File: src/rtl/data_cache_wb_param_if.sv
// CPU-side and line-memory-side signal bundle for data_cache_wb_param.
// master = the cache, slave = the core/memory environment driving it.
interface data_cache_wb_param_if #(
    parameter int unsigned ADDR_W     = 32,
    parameter int unsigned LINE_BYTES = 16
);
    localparam int unsigned OFF_W = $clog2(LINE_BYTES);

    logic                      cpu_rd;
    logic                      cpu_wr;
    logic [ADDR_W-1:0]         cpu_addr;
    logic [31:0]               cpu_wdata;
    logic [3:0]                cpu_be;
    logic [31:0]               cpu_rdata;
    logic                      cpu_rvalid;
    logic                      cpu_stall;
    logic                      flush;
    logic                      flush_done;
    logic                      mem_req;
    logic                      mem_we;
    logic [ADDR_W-OFF_W-1:0]   mem_addr;
    logic [8*LINE_BYTES-1:0]   mem_wdata;
    logic [8*LINE_BYTES-1:0]   mem_rdata;
    logic                      mem_rvalid;
    logic                      mem_wack;

    modport master (
        input  cpu_rd, cpu_wr, cpu_addr, cpu_wdata, cpu_be, flush,
        input  mem_rdata, mem_rvalid, mem_wack,
        output cpu_rdata, cpu_rvalid, cpu_stall, flush_done,
        output mem_req, mem_we, mem_addr, mem_wdata
    );

    modport slave (
        output cpu_rd, cpu_wr, cpu_addr, cpu_wdata, cpu_be, flush,
        output mem_rdata, mem_rvalid, mem_wack,
        input  cpu_rdata, cpu_rvalid, cpu_stall, flush_done,
        input  mem_req, mem_we, mem_addr, mem_wdata
    );
endinterface

File: src/rtl/data_cache_wb_param.sv
// Direct-mapped write-back/write-allocate L1 data cache with miss FSM and flush.
// Optional DATA_CACHE_PERF_EN adds saturating hit/miss/writeback counters.
module data_cache_wb_param #(
    parameter int unsigned ADDR_W     = 32,
    parameter int unsigned LINE_BYTES = 16,
    parameter int unsigned NUM_SETS   = 4
) (
    input  logic                  clk,
    input  logic                  reset,
    data_cache_wb_param_if.master bus
`ifdef DATA_CACHE_PERF_EN
    ,
    output logic [31:0]           perf_hits,
    output logic [31:0]           perf_misses,
    output logic [31:0]           perf_wbacks
`endif
);
    localparam int unsigned OFF_W  = $clog2(LINE_BYTES);
    localparam int unsigned IDX_W  = $clog2(NUM_SETS);
    localparam int unsigned TAG_W  = ADDR_W - IDX_W - OFF_W;
    localparam int unsigned WORDS  = LINE_BYTES / 4;
    localparam int unsigned WS_W   = (OFF_W > 2) ? OFF_W - 2 : 1;
    localparam int unsigned LINE_W = 8 * LINE_BYTES;
    localparam logic [IDX_W-1:0] LastIdx = IDX_W'(NUM_SETS - 1);

    typedef enum logic [2:0] {
        StIdle, StWb, StFill, StResp, StFlScan, StFlWb, StFlDone
    } state_e;

    state_e            state_q;
    logic [31:0]       data_q [NUM_SETS][WORDS];
    logic [TAG_W-1:0]  tag_q  [NUM_SETS];
    logic [NUM_SETS-1:0] valid_q, dirty_q;
    logic [IDX_W-1:0]  scan_q;

    logic [TAG_W-1:0]  req_tag_q;
    logic [IDX_W-1:0]  req_idx_q;
    logic [WS_W-1:0]   req_ws_q;
    logic              req_rd_q;
    logic [31:0]       req_wdata_q;
    logic [3:0]        req_be_q;

    logic [31:0]       rdata_q;
    logic              rvalid_q, flush_done_q, mem_req_q, mem_we_q;
    logic [TAG_W+IDX_W-1:0] mem_addr_q;
    logic [LINE_W-1:0] mem_wdata_q;

    logic [IDX_W-1:0]  cur_idx, wb_idx;
    logic [TAG_W-1:0]  cur_tag;
    logic [WS_W-1:0]   cur_ws;
    logic              hit, cpu_req;
    logic [LINE_W-1:0] wb_line;
    logic              unused_addr;

    assign cur_idx     = bus.cpu_addr[OFF_W+IDX_W-1:OFF_W];
    assign cur_tag     = bus.cpu_addr[ADDR_W-1:OFF_W+IDX_W];
    assign unused_addr = ^bus.cpu_addr[1:0];

    if (OFF_W > 2) begin : g_ws
        assign cur_ws = bus.cpu_addr[OFF_W-1:2];
    end else begin : g_ws_single
        assign cur_ws = '0;
    end

    assign cpu_req = bus.cpu_rd || bus.cpu_wr;
    assign hit     = valid_q[cur_idx] && (tag_q[cur_idx] == cur_tag);

    // The held request completes in StResp, so the core is released there.
    assign bus.cpu_stall = (state_q == StIdle) ? (bus.flush || (cpu_req && !hit))
                                               : (state_q != StResp);

    assign bus.cpu_rdata  = rdata_q;
    assign bus.cpu_rvalid = rvalid_q;
    assign bus.flush_done = flush_done_q;
    assign bus.mem_req    = mem_req_q;
    assign bus.mem_we     = mem_we_q;
    assign bus.mem_addr   = mem_addr_q;
    assign bus.mem_wdata  = mem_wdata_q;

    function automatic logic [31:0] merge(input logic [31:0] old, input logic [31:0] wd,
                                          input logic [3:0] be);
        logic [31:0] m;
        m = old;
        for (int b = 0; b < 4; b++) begin
            if (be[b]) m[b*8 +: 8] = wd[b*8 +: 8];
        end
        return m;
    endfunction

    always_comb begin
        wb_idx  = (state_q == StFlScan) ? scan_q : cur_idx;
        wb_line = '0;
        for (int w = 0; w < WORDS; w++) wb_line[w*32 +: 32] = data_q[wb_idx][w];
    end

    always_ff @(posedge clk) begin
        if (reset) begin
            state_q      <= StIdle;
            valid_q      <= '0;
            dirty_q      <= '0;
            scan_q       <= '0;
            rdata_q      <= '0;
            rvalid_q     <= 1'b0;
            flush_done_q <= 1'b0;
            mem_req_q    <= 1'b0;
            mem_we_q     <= 1'b0;
            mem_addr_q   <= '0;
            mem_wdata_q  <= '0;
            req_tag_q    <= '0;
            req_idx_q    <= '0;
            req_ws_q     <= '0;
            req_rd_q     <= 1'b0;
            req_wdata_q  <= '0;
            req_be_q     <= '0;
        end else begin
            rvalid_q     <= 1'b0;
            flush_done_q <= 1'b0;
            case (state_q)
                StIdle: begin
                    if (bus.flush) begin
                        state_q <= StFlScan;
                        scan_q  <= '0;
                    end else if (cpu_req && hit) begin
                        if (bus.cpu_rd) begin
                            rdata_q  <= data_q[cur_idx][cur_ws];
                            rvalid_q <= 1'b1;
                        end else if (bus.cpu_be != 4'b0) begin
                            data_q[cur_idx][cur_ws] <= merge(data_q[cur_idx][cur_ws],
                                                             bus.cpu_wdata, bus.cpu_be);
                            dirty_q[cur_idx] <= 1'b1;
                        end
                    end else if (cpu_req) begin
                        req_tag_q   <= cur_tag;
                        req_idx_q   <= cur_idx;
                        req_ws_q    <= cur_ws;
                        req_rd_q    <= bus.cpu_rd;
                        req_wdata_q <= bus.cpu_wdata;
                        req_be_q    <= bus.cpu_be;
                        mem_req_q   <= 1'b1;
                        if (valid_q[cur_idx] && dirty_q[cur_idx]) begin
                            state_q     <= StWb;
                            mem_we_q    <= 1'b1;
                            mem_addr_q  <= {tag_q[cur_idx], cur_idx};
                            mem_wdata_q <= wb_line;
                        end else begin
                            state_q    <= StFill;
                            mem_we_q   <= 1'b0;
                            mem_addr_q <= {cur_tag, cur_idx};
                        end
                    end
                end
                StWb: begin
                    if (bus.mem_wack) begin
                        dirty_q[req_idx_q] <= 1'b0;
                        mem_we_q           <= 1'b0;
                        mem_addr_q         <= {req_tag_q, req_idx_q};
                        state_q            <= StFill;
                    end
                end
                StFill: begin
                    if (bus.mem_rvalid) begin
                        for (int w = 0; w < WORDS; w++) begin
                            data_q[req_idx_q][w] <= bus.mem_rdata[w*32 +: 32];
                        end
                        tag_q[req_idx_q]   <= req_tag_q;
                        valid_q[req_idx_q] <= 1'b1;
                        dirty_q[req_idx_q] <= 1'b0;
                        mem_req_q          <= 1'b0;
                        state_q            <= StResp;
                    end
                end
                StResp: begin
                    if (req_rd_q) begin
                        rdata_q  <= data_q[req_idx_q][req_ws_q];
                        rvalid_q <= 1'b1;
                    end else if (req_be_q != 4'b0) begin
                        data_q[req_idx_q][req_ws_q] <= merge(data_q[req_idx_q][req_ws_q],
                                                             req_wdata_q, req_be_q);
                        dirty_q[req_idx_q] <= 1'b1;
                    end
                    state_q <= StIdle;
                end
                StFlScan: begin
                    if (valid_q[scan_q] && dirty_q[scan_q]) begin
                        state_q     <= StFlWb;
                        mem_req_q   <= 1'b1;
                        mem_we_q    <= 1'b1;
                        mem_addr_q  <= {tag_q[scan_q], scan_q};
                        mem_wdata_q <= wb_line;
                    end else if (scan_q == LastIdx) begin
                        state_q <= StFlDone;
                    end else begin
                        scan_q <= scan_q + 1'b1;
                    end
                end
                StFlWb: begin
                    if (bus.mem_wack) begin
                        dirty_q[scan_q] <= 1'b0;
                        mem_req_q       <= 1'b0;
                        if (scan_q == LastIdx) begin
                            state_q <= StFlDone;
                        end else begin
                            scan_q  <= scan_q + 1'b1;
                            state_q <= StFlScan;
                        end
                    end
                end
                StFlDone: begin
                    valid_q      <= '0;
                    flush_done_q <= 1'b1;
                    state_q      <= StIdle;
                end
                default: state_q <= StIdle;
            endcase
        end
    end

`ifdef DATA_CACHE_PERF_EN
    logic ev_hit, ev_miss, ev_wback;
    assign ev_hit   = (state_q == StIdle) && !bus.flush && cpu_req && hit;
    assign ev_miss  = (state_q == StIdle) && !bus.flush && cpu_req && !hit;
    assign ev_wback = ((state_q == StWb) || (state_q == StFlWb)) && bus.mem_wack;

    always_ff @(posedge clk) begin
        if (reset) begin
            perf_hits   <= '0;
            perf_misses <= '0;
            perf_wbacks <= '0;
        end else begin
            if (ev_hit && (perf_hits != '1))     perf_hits   <= perf_hits + 1'b1;
            if (ev_miss && (perf_misses != '1))  perf_misses <= perf_misses + 1'b1;
            if (ev_wback && (perf_wbacks != '1)) perf_wbacks <= perf_wbacks + 1'b1;
        end
    end
`endif
endmodule

File: src/flat_wrapper.sv
// flat-port wrapper written by rule: the top's interface ports become plain ports
module data_cache_wb_param_flat 
#(
    parameter int unsigned ADDR_W     = 32,
    parameter int unsigned LINE_BYTES = 16,
    parameter int unsigned NUM_SETS   = 4
)
  (clk, reset, bus_cpu_rd, bus_cpu_wr, bus_cpu_addr, bus_cpu_wdata, bus_cpu_be, bus_flush, bus_mem_rdata, bus_mem_rvalid, bus_mem_wack, bus_cpu_rdata, bus_cpu_rvalid, bus_cpu_stall, bus_flush_done, bus_mem_req, bus_mem_we, bus_mem_addr, bus_mem_wdata);
  data_cache_wb_param_if #(.ADDR_W(ADDR_W), .LINE_BYTES(LINE_BYTES)) bus_i ();
  input  logic clk;
  input  logic reset;
  input wire logic [$bits(bus_i.cpu_rd)-1:0] bus_cpu_rd;
  input wire logic [$bits(bus_i.cpu_wr)-1:0] bus_cpu_wr;
  input wire logic [$bits(bus_i.cpu_addr)-1:0] bus_cpu_addr;
  input wire logic [$bits(bus_i.cpu_wdata)-1:0] bus_cpu_wdata;
  input wire logic [$bits(bus_i.cpu_be)-1:0] bus_cpu_be;
  input wire logic [$bits(bus_i.flush)-1:0] bus_flush;
  input wire logic [$bits(bus_i.mem_rdata)-1:0] bus_mem_rdata;
  input wire logic [$bits(bus_i.mem_rvalid)-1:0] bus_mem_rvalid;
  input wire logic [$bits(bus_i.mem_wack)-1:0] bus_mem_wack;
  output wire logic [$bits(bus_i.cpu_rdata)-1:0] bus_cpu_rdata;
  output wire logic [$bits(bus_i.cpu_rvalid)-1:0] bus_cpu_rvalid;
  output wire logic [$bits(bus_i.cpu_stall)-1:0] bus_cpu_stall;
  output wire logic [$bits(bus_i.flush_done)-1:0] bus_flush_done;
  output wire logic [$bits(bus_i.mem_req)-1:0] bus_mem_req;
  output wire logic [$bits(bus_i.mem_we)-1:0] bus_mem_we;
  output wire logic [$bits(bus_i.mem_addr)-1:0] bus_mem_addr;
  output wire logic [$bits(bus_i.mem_wdata)-1:0] bus_mem_wdata;
  assign bus_i.cpu_rd = bus_cpu_rd;
  assign bus_i.cpu_wr = bus_cpu_wr;
  assign bus_i.cpu_addr = bus_cpu_addr;
  assign bus_i.cpu_wdata = bus_cpu_wdata;
  assign bus_i.cpu_be = bus_cpu_be;
  assign bus_i.flush = bus_flush;
  assign bus_i.mem_rdata = bus_mem_rdata;
  assign bus_i.mem_rvalid = bus_mem_rvalid;
  assign bus_i.mem_wack = bus_mem_wack;
  assign bus_cpu_rdata = bus_i.cpu_rdata;
  assign bus_cpu_rvalid = bus_i.cpu_rvalid;
  assign bus_cpu_stall = bus_i.cpu_stall;
  assign bus_flush_done = bus_i.flush_done;
  assign bus_mem_req = bus_i.mem_req;
  assign bus_mem_we = bus_i.mem_we;
  assign bus_mem_addr = bus_i.mem_addr;
  assign bus_mem_wdata = bus_i.mem_wdata;
  data_cache_wb_param #(.ADDR_W(ADDR_W), .LINE_BYTES(LINE_BYTES), .NUM_SETS(NUM_SETS)) u_core (.clk(clk), .reset(reset), .bus(bus_i));
endmodule
File: config.mk
export PLATFORM = sky130hd
export DESIGN_NAME = data_cache_wb_param_flat
export DESIGN_NICKNAME = d
export VERILOG_FILES = /design/src/rtl/data_cache_wb_param_if.sv /design/src/rtl/data_cache_wb_param.sv /design/src/flat_wrapper.sv
export SDC_FILE = /design/constraint.sdc
export NUM_CORES = 2
export LEC_CHECK = 0
export CAP_MARGIN = 15
export CORE_MARGIN = 3
export CORE_UTILIZATION = 59
export DETAILED_ROUTE_END_ITERATION = 7
export PLACE_DENSITY_LB_ADDON = 0.08
export SLEW_MARGIN = 10
export SYNTH_ARGS = -nofsm -noshare
export SYNTH_HDL_FRONTEND = slang
export SYNTH_SLANG_ARGS = --single-unit
File: constraint.sdc
create_clock -name clk -period 4.15 [get_ports clk]
set_input_delay 0.415 -clock clk [delete_from_list [all_inputs] [get_ports clk]]
set_output_delay 0.415 -clock clk [all_outputs]
set_load 0.005 [all_outputs]
Yosys cells after proc, flatten, opt, wreduce, memory -nomap -nowiden
Memories as Yosys holds them, arrays and structs flattened. A register that Yosys moved wholly into a read port is not among the register bits.
Index checks and enable logic that the tools add are counted.
{ "totals": {"reg_bits": 272, "mem_bits_rw": 616, "inputBits": 203, "out_inout_bits": 193, "mem_count": 2} }
{ "op_classes": {"addsub": 1, "order_cmp": 10, "n_eq_ne": 29, "muxes": 289, "bitwise_logic": 139, "n_reduce_logical": 33} }
{ "mem_list": {"columns": ["memory", "words", "width", "read_ports", "rd_clocked_by_memory_dff", "write_ports", "line_no", "text"], "rows": [
  ["u_core.data_q", 4, 128, 3, 1, 1, "data_cache_wb_param.sv:31", "logic [31:0] data_q [NUM_SETS][WORDS];"],
  ["u_core.tag_q", 4, 26, 2, 1, 1, "data_cache_wb_param.sv:32", "logic [TAG_W-1:0] tag_q [NUM_SETS];"]
]} }
{ "ops": {"columns": ["cell", "n"], "rows": [
  ["128-bit 2-to-1 mux", 9],
  ["8-bit 2-to-1 mux", 48],
  ["32-bit 2-to-1 mux", 10],
  ["128-bit case mux with 2 select lines", 1],
  ["28-bit 2-to-1 mux", 6],
  ["1-bit 2-to-1 mux", 165],
  ["32-bit binary-select mux with 2-bit select", 2],
  ["32-bit demux with 2-bit select", 2],
  ["1-bit bitwise OR", 128],
  ["128-bit OR reduction", 1],
  ["28-bit case mux with 3 select lines", 1],
  ["32-bit case mux with 2 select lines", 1],
  ["4-bit 2-to-1 mux", 10],
  ["2-bit inequality test (second input constant)", 14],
  ["26-bit == test", 1],
  ["2-bit 2-to-1 mux", 12],
  ["3-bit 2-to-1 mux", 8],
  ["4-bit case mux with 5 select lines", 1],
  ["6-bit AND reduction", 3],
  ["3-bit case mux with 5 select lines", 1],
  ["4-bit bitwise OR", 3],
  ["4-bit nonzero test", 3],
  ["1-bit logical AND", 10],
  ["10-bit AND reduction", 1],
  ["other kinds (33)", 60]
]} }

Logic depth before layout (Yosys ltp)
{ "depth": {"ltp_word": 12, "depth_mapped": 13, "depth_no_buf": 7} }

Worst setup path after synthesis
Ideal clock, no wire load.
{ "synth_path": {"path_type": "input-to-reg", "startpoint": "input port bus_cpu_addr[4]", "endpoint": "memory u_core.data_q[0][64] (netlist bit), enable pin", "setup_time_ns": 0.392, "arrival_time_ns": 3.304, "required_time_ns": 3.758, "slack_ns": 0.454, "path_stages": 9, "cell_sequence": "buf_6 > buf_6 > mux4_2 > xnor2_1 > nand4_1 > a2111oi_2 > nand4_1 > o311ai_0 > and2_1"} }
{ "synth_between": {"elab_chain_cells": 10, "elab_cells_between_ends": 13, "classes_between": "eq/ne (1); mux (9); reduce/logical (2); memory (1)"} }
{ "synth_rtl": {"columns": ["element", "line_no", "text"], "rows": [
  ["start: declaration", "flat_wrapper.sv:14", "input wire logic [$bits(bus_i.cpu_addr)-1:0] bus_cpu_addr;"],
  ["memory 4 x 26 bit or 1-bit binary-select mux with 2-bit select (tied branches)", null, null],
  ["26-bit == test or 1-bit 2-to-1 mux (tied branches)", "data_cache_wb_param.sv:66", "assign hit = valid_q[cur_idx] && (tag_q[cur_idx] == cur_tag);"],
  ["1-bit logical AND", "data_cache_wb_param.sv:66", null],
  ["1-bit logical AND", "data_cache_wb_param.sv:123", "end else if (cpu_req && hit) begin"],
  ["1-bit 2-to-1 mux", "data_cache_wb_param.sv:123", null],
  ["1-bit 2-to-1 mux", "data_cache_wb_param.sv:120", "if (bus.flush) begin"],
  ["1-bit 2-to-1 mux", "data_cache_wb_param.sv:118", "case (state_q)"],
  ["1-bit 2-to-1 mux", "data_cache_wb_param.sv:97", "if (reset) begin"],
  ["128-bit 2-to-1 mux (implied by the code)", "data_cache_wb_param.sv:128", "data_q[cur_idx][cur_ws] <= merge(data_q[cur_idx][cur_ws],"],
  ["128-bit 2-to-1 mux (no line)", null, null],
  ["end: declaration", "data_cache_wb_param.sv:31", null]
]} }
Several ways; a longest one is shown, not always the timed one. The select of a mux whose other input is x is not followed.

==> Flow_metrics.wiki <==
{| class="wikitable"
! Metric !! Value
|-
| Clock insertion delay at the later pin of the skew report || 0.67 ns
|-
| Startpoint-to-endpoint class of the critical path || register to primary output
|-
| Core ar. || 79640 um^2
|-
| Number of clock buffers inserted by TritonCTS || 94
|-
| Commonest non-fill, non-tap cell in the layout || sky130_fd_sc_hd__edfxtp_1
|-
| Routed WL || 157000 um
|-
| Footprint of the multi-input gates || 22510 um^2
|-
| Flop and latch count out of synthesis || 892
|-
| CP required || 3.73 ns
|-
| Total number of H-tree levels || 3
|-
| Class of the tightest hold or removal check || primary input to register
|-
| Mux cell area share after synthesis || 28.81%
|-
| Worst setup slack after placement || 0.03097 ns
|-
| Max-capacitance violation count || 0
|-
| Routed wire per std cell || 31.16 um
|-
| GR Layer Usage met2 || 53.11%
|-
| Slew headroom || 21.39%
|-
| Cells taking the most area after synthesis || sky130_fd_sc_hd__edfxtp_1 39%, sky130_fd_sc_hd__mux4_2 21%, sky130_fd_sc_hd__dfxtp_1 12%
|-
| Power density normalized to cell area || 468.5 nW/um^2
|-
| Vias || 35160
|-
| Series of cell instances along the critical path || mux4_2 > xnor2_1 > nand4_1 > nor4bb_2 > nand3_2 > a21boi_1 > buf_4 > nor2_1 > clkdlybuf4s50_1
|-
| Residual DRC || 0
|-
| Critical-path cell with the highest stage delay || sky130_fd_sc_hd__nor4bb_2
|-
| Simple-Gate Fraction of Synth Area || 10.44%
|-
| RSZ-0062 raised after global routing || no
|-
| Initial Util || 59.99%
|-
| Power dissipated by switching net loads || 0.008336 W
|-
| Sequential-to-total area share from yosys stat || 50.28%
|-
| Post-synth ARST share || 0%
|-
| Arrival time at the worst endpoint || 3.55 ns
|-
| Kind of start point of the critical path || register
|-
| Total count of hold-check failures in the final report || 0
|-
| Placed Cells || 4858
|-
| Most Crowded Layer GR || met2
|-
| Worst setup margin || 0.1812 ns
|-
| Post-Route Skew || 0.03609 ns
|-
| Seq pwr share || 40.0%
|-
| Floorplan die height || 290.6 um
|-
| I/O pin total || 396
|-
| Largest vdd supply drop || 0.3422 mV
|-
| Residual overflow from global routing || 0
|-
| Vias per std cell || 6.977
|-
| Met3 usage in global routing || 15.01%
|-
| Measured slew at the worst slew-check pin || 1.167 ns
|-
| Horiz. Die Dim || 290.6 um
|-
| Met1 global-route usage || 50.53%
|-
| Floorplan row count || 103
|-
| Number of inserted filler cells in the final layout || 5254
|-
| Synth-to-Final Area Change || 19.03%
|-
| Xor and xnor area share after synthesis || 0.5133%
|-
| Remaining antenna violation count after routing || 0
|-
| Count of synthesis-stage warnings from yosys || 0
|-
| RePlAce Congestion || 0.9834
|-
| Post-DP HPWL || 108900 um
|-
| Reg area || 24040 um^2
|-
| Maximum operating frequency || 0.2520 GHz
|-
| Die outline area || 84430 um^2
|-
| Combinational power share || 27.8%
|-
| Share of the clock period used by the worst path after layout || 95.63%
|-
| Internal power contribution || 0.01831 W
|-
| Initial drt markers || 5409
|-
| Filler-free cell count of the finished design || 5039
|-
| Run status || finished clean
|-
| Ant diodes || 0
|-
| Post-synthesis adder-cell area fraction || 0%
|-
| Number of distinct library cells after synthesis || 59
|-
| Largest stage delay on the critical path || 0.52 ns
|-
| Mean instance size in the synthesized netlist || 13.36 um^2
|-
| Post-CTS Hold Buffers || 0
|-
| CTS sink cnt || 892
|-
| TritonCTS clock tree || yes
|-
| Pin count of the biggest net entering global routing || 130
|-
| Clock Pin Slew Worst Setup and Hold Paths || 0.06 ns
|-
| Compound-Gate Fraction of Synth Area || 7.060%
|-
| Overall power || 0.02664 W
|-
| Number of pins exceeding their max-slew limit in the final report || 0
|-
| Clock share of power || 32.2%
|-
| Maximum fanout along the worst path || 3
|-
| Final number of setup-violating endpoints || 0
|-
| Antenna violations before repair || 5
|-
| Period minus WS final || 3.969 ns
|-
| Layout cells sized above 1 || 22.31%
|-
| Top cell type's share of synthesized area || 38.72%
|-
| Dominant combinational cell family by area after synthesis || multiplexers
|-
| Number of global-route vias before repair || 34420
|-
| Number of standard cells after synthesis || 3576
|-
| Post-Syn Nets || 3779
|-
| Most frequent cells in the layout || 616 x sky130_fd_sc_hd__edfxtp_1, 435 x sky130_fd_sc_hd__mux4_2, 395 x sky130_fd_sc_hd__nand2b_1
|-
| Synth area leader || sky130_fd_sc_hd__edfxtp_1
|-
| Number of enable-type register cells in the synthesized netlist || 616
|-
| Worst hold slack || 0.1146 ns
|-
| First-pass DRT Iterations || 8
|-
| Global-route wire length before repair || 228500 um
|-
| Net count reported at finish || 4110
|-
| Total setup buffers inserted after CTS || 0
|-
| Clock Tree Root || sky130_fd_sc_hd__clkbuf_16
|-
| Fraction of power spent switching nets || 31.29%
|-
| Buffers on Ports || 393
|-
| Most frequently used flop master after synthesis || sky130_fd_sc_hd__edfxtp_1
|-
| Kind of end point of the critical path || primary output
|-
| Post-Syn Area || 47780 um^2
|-
| Overall Global Routing Usage || 36.51%
|-
| Static leakage || 19.47 nW
|-
| Maximum count of clock buffers along a single path || 3
|}
-- critical path: cells and delay by family, from the launching register on --
| kind | cells | cell delay [ns] |
|---|---|---|
| buf+inv | 2 | 0.62 |
| mux | 1 | 0.49 |
| simple gates | 4 | 0.97 |
| xor+xnor | 1 | 0.22 |
| compound gates | 1 | 0.21 |
| flops | 1 | 0.38 |
-- per-layer routing --
metal,up-vias,part of all wire [%]
met1,17490,37
met2,2750,44
met5,-,0.0089
met4,2,3.7
met3,372,16
li1,14540,-
-- timing repair --
action                                 CTS  global route
endpoints found under the hold margin    0             0
setup endpoints to repair                0             1
resized for setup                        0             3
-- final timing paths --
check / start / end / slack [ns] / cells after the start
worst min-delay path: reset / u_core.valid_q[1] / 0.11 / 2
worst min register to register: u_core.bus.mem_wdata[108] / u_core.bus.mem_wdata[108] / 0.47 / 2
worst max-delay path: u_core.tag_q[2][8] / bus_cpu_stall / 0.18 / 9
worst max register to register: u_core.tag_q[2][8] / u_core.data_q[3][109] / 0.41 / 9
-- cells by family (layout without fill, tap and decap cells) --
kind of cell	after synthesis	after routing
buffers and inverters	332	745
multiplexers	823	823
XOR/XNOR	28	28
AND/OR/NAND/NOR	951	951
AO/OA/AOI/OAI	550	550
flip-flops	892	892
-- power groups by stage --
stage	sequential, W	combinational, W	clock [W]
global placement	0.0108	0.00700	0
detailed placement	0.0108	0.00714	0
floorplan	0.0106	0.00449	0
CTS	0.0106	0.00719	0.00865
finish	0.0106	0.00740	0.00859
global route	0.0107	0.00774	0.00903
-- final cells by class --
class	instances	share of cell area (%)
clock buffer	137	4.766
multi-input combinational	2352	39.59
timing repair buffer	561	10.23
inverter	6	0.03960
tap	1050	2.310
sequential	892	42.27
clock inverter	41	0.7987
-- stage by stage --
step	setup TNS [ns]	utilization, %	instance area (um^2)
final	0	71.40	56870
after global placement	-4.738	67.38	53660
after global routing	0	71.40	56870
after floorplan	0	-	47780
after detailed placement	0	67.38	53660
after CTS	0	71.35	56830
-- registers in the layout (all words and copies together) (netlist names), 3 cells and up, named ones only --
name / count
u_core.req_tag_q: 26
u_core.req_wdata_q: 32
u_core.bus.mem_addr: 28
u_core.tag_q: 104
u_core.data_q: 512
u_core.dirty_q: 4
u_core.bus.cpu_rdata: 32
u_core.bus.mem_wdata: 128
u_core.valid_q: 4
u_core.req_be_q: 4
u_core.state_q: 3
-- synthesized netlist by cell type (all sizes together), types with 2 or more instances --
master / n
edfxtp: 616
mux4: 435
nand2b: 395
mux2i: 322
dfxtp: 276
clkbuf: 224
a21oi: 210
nor2: 188
o21ai: 172
nor3: 127
nand2: 124
buf: 102
mux2: 66
nand3: 48
o21a: 36
a211oi: 34
o221ai: 32
a221oi: 28
xnor2: 25
and2: 17
nand4: 13
a31oi: 7
nand3b: 7
nor2b: 7
inv: 6
nor4: 6
o211ai: 6
or3: 5
o22ai: 4
o31ai: 4
a32oi: 3
or2: 3
xor2: 3
and3: 2
o21bai: 2
o311ai: 2
or4: 2
Power figures use the tool's default switching activity.
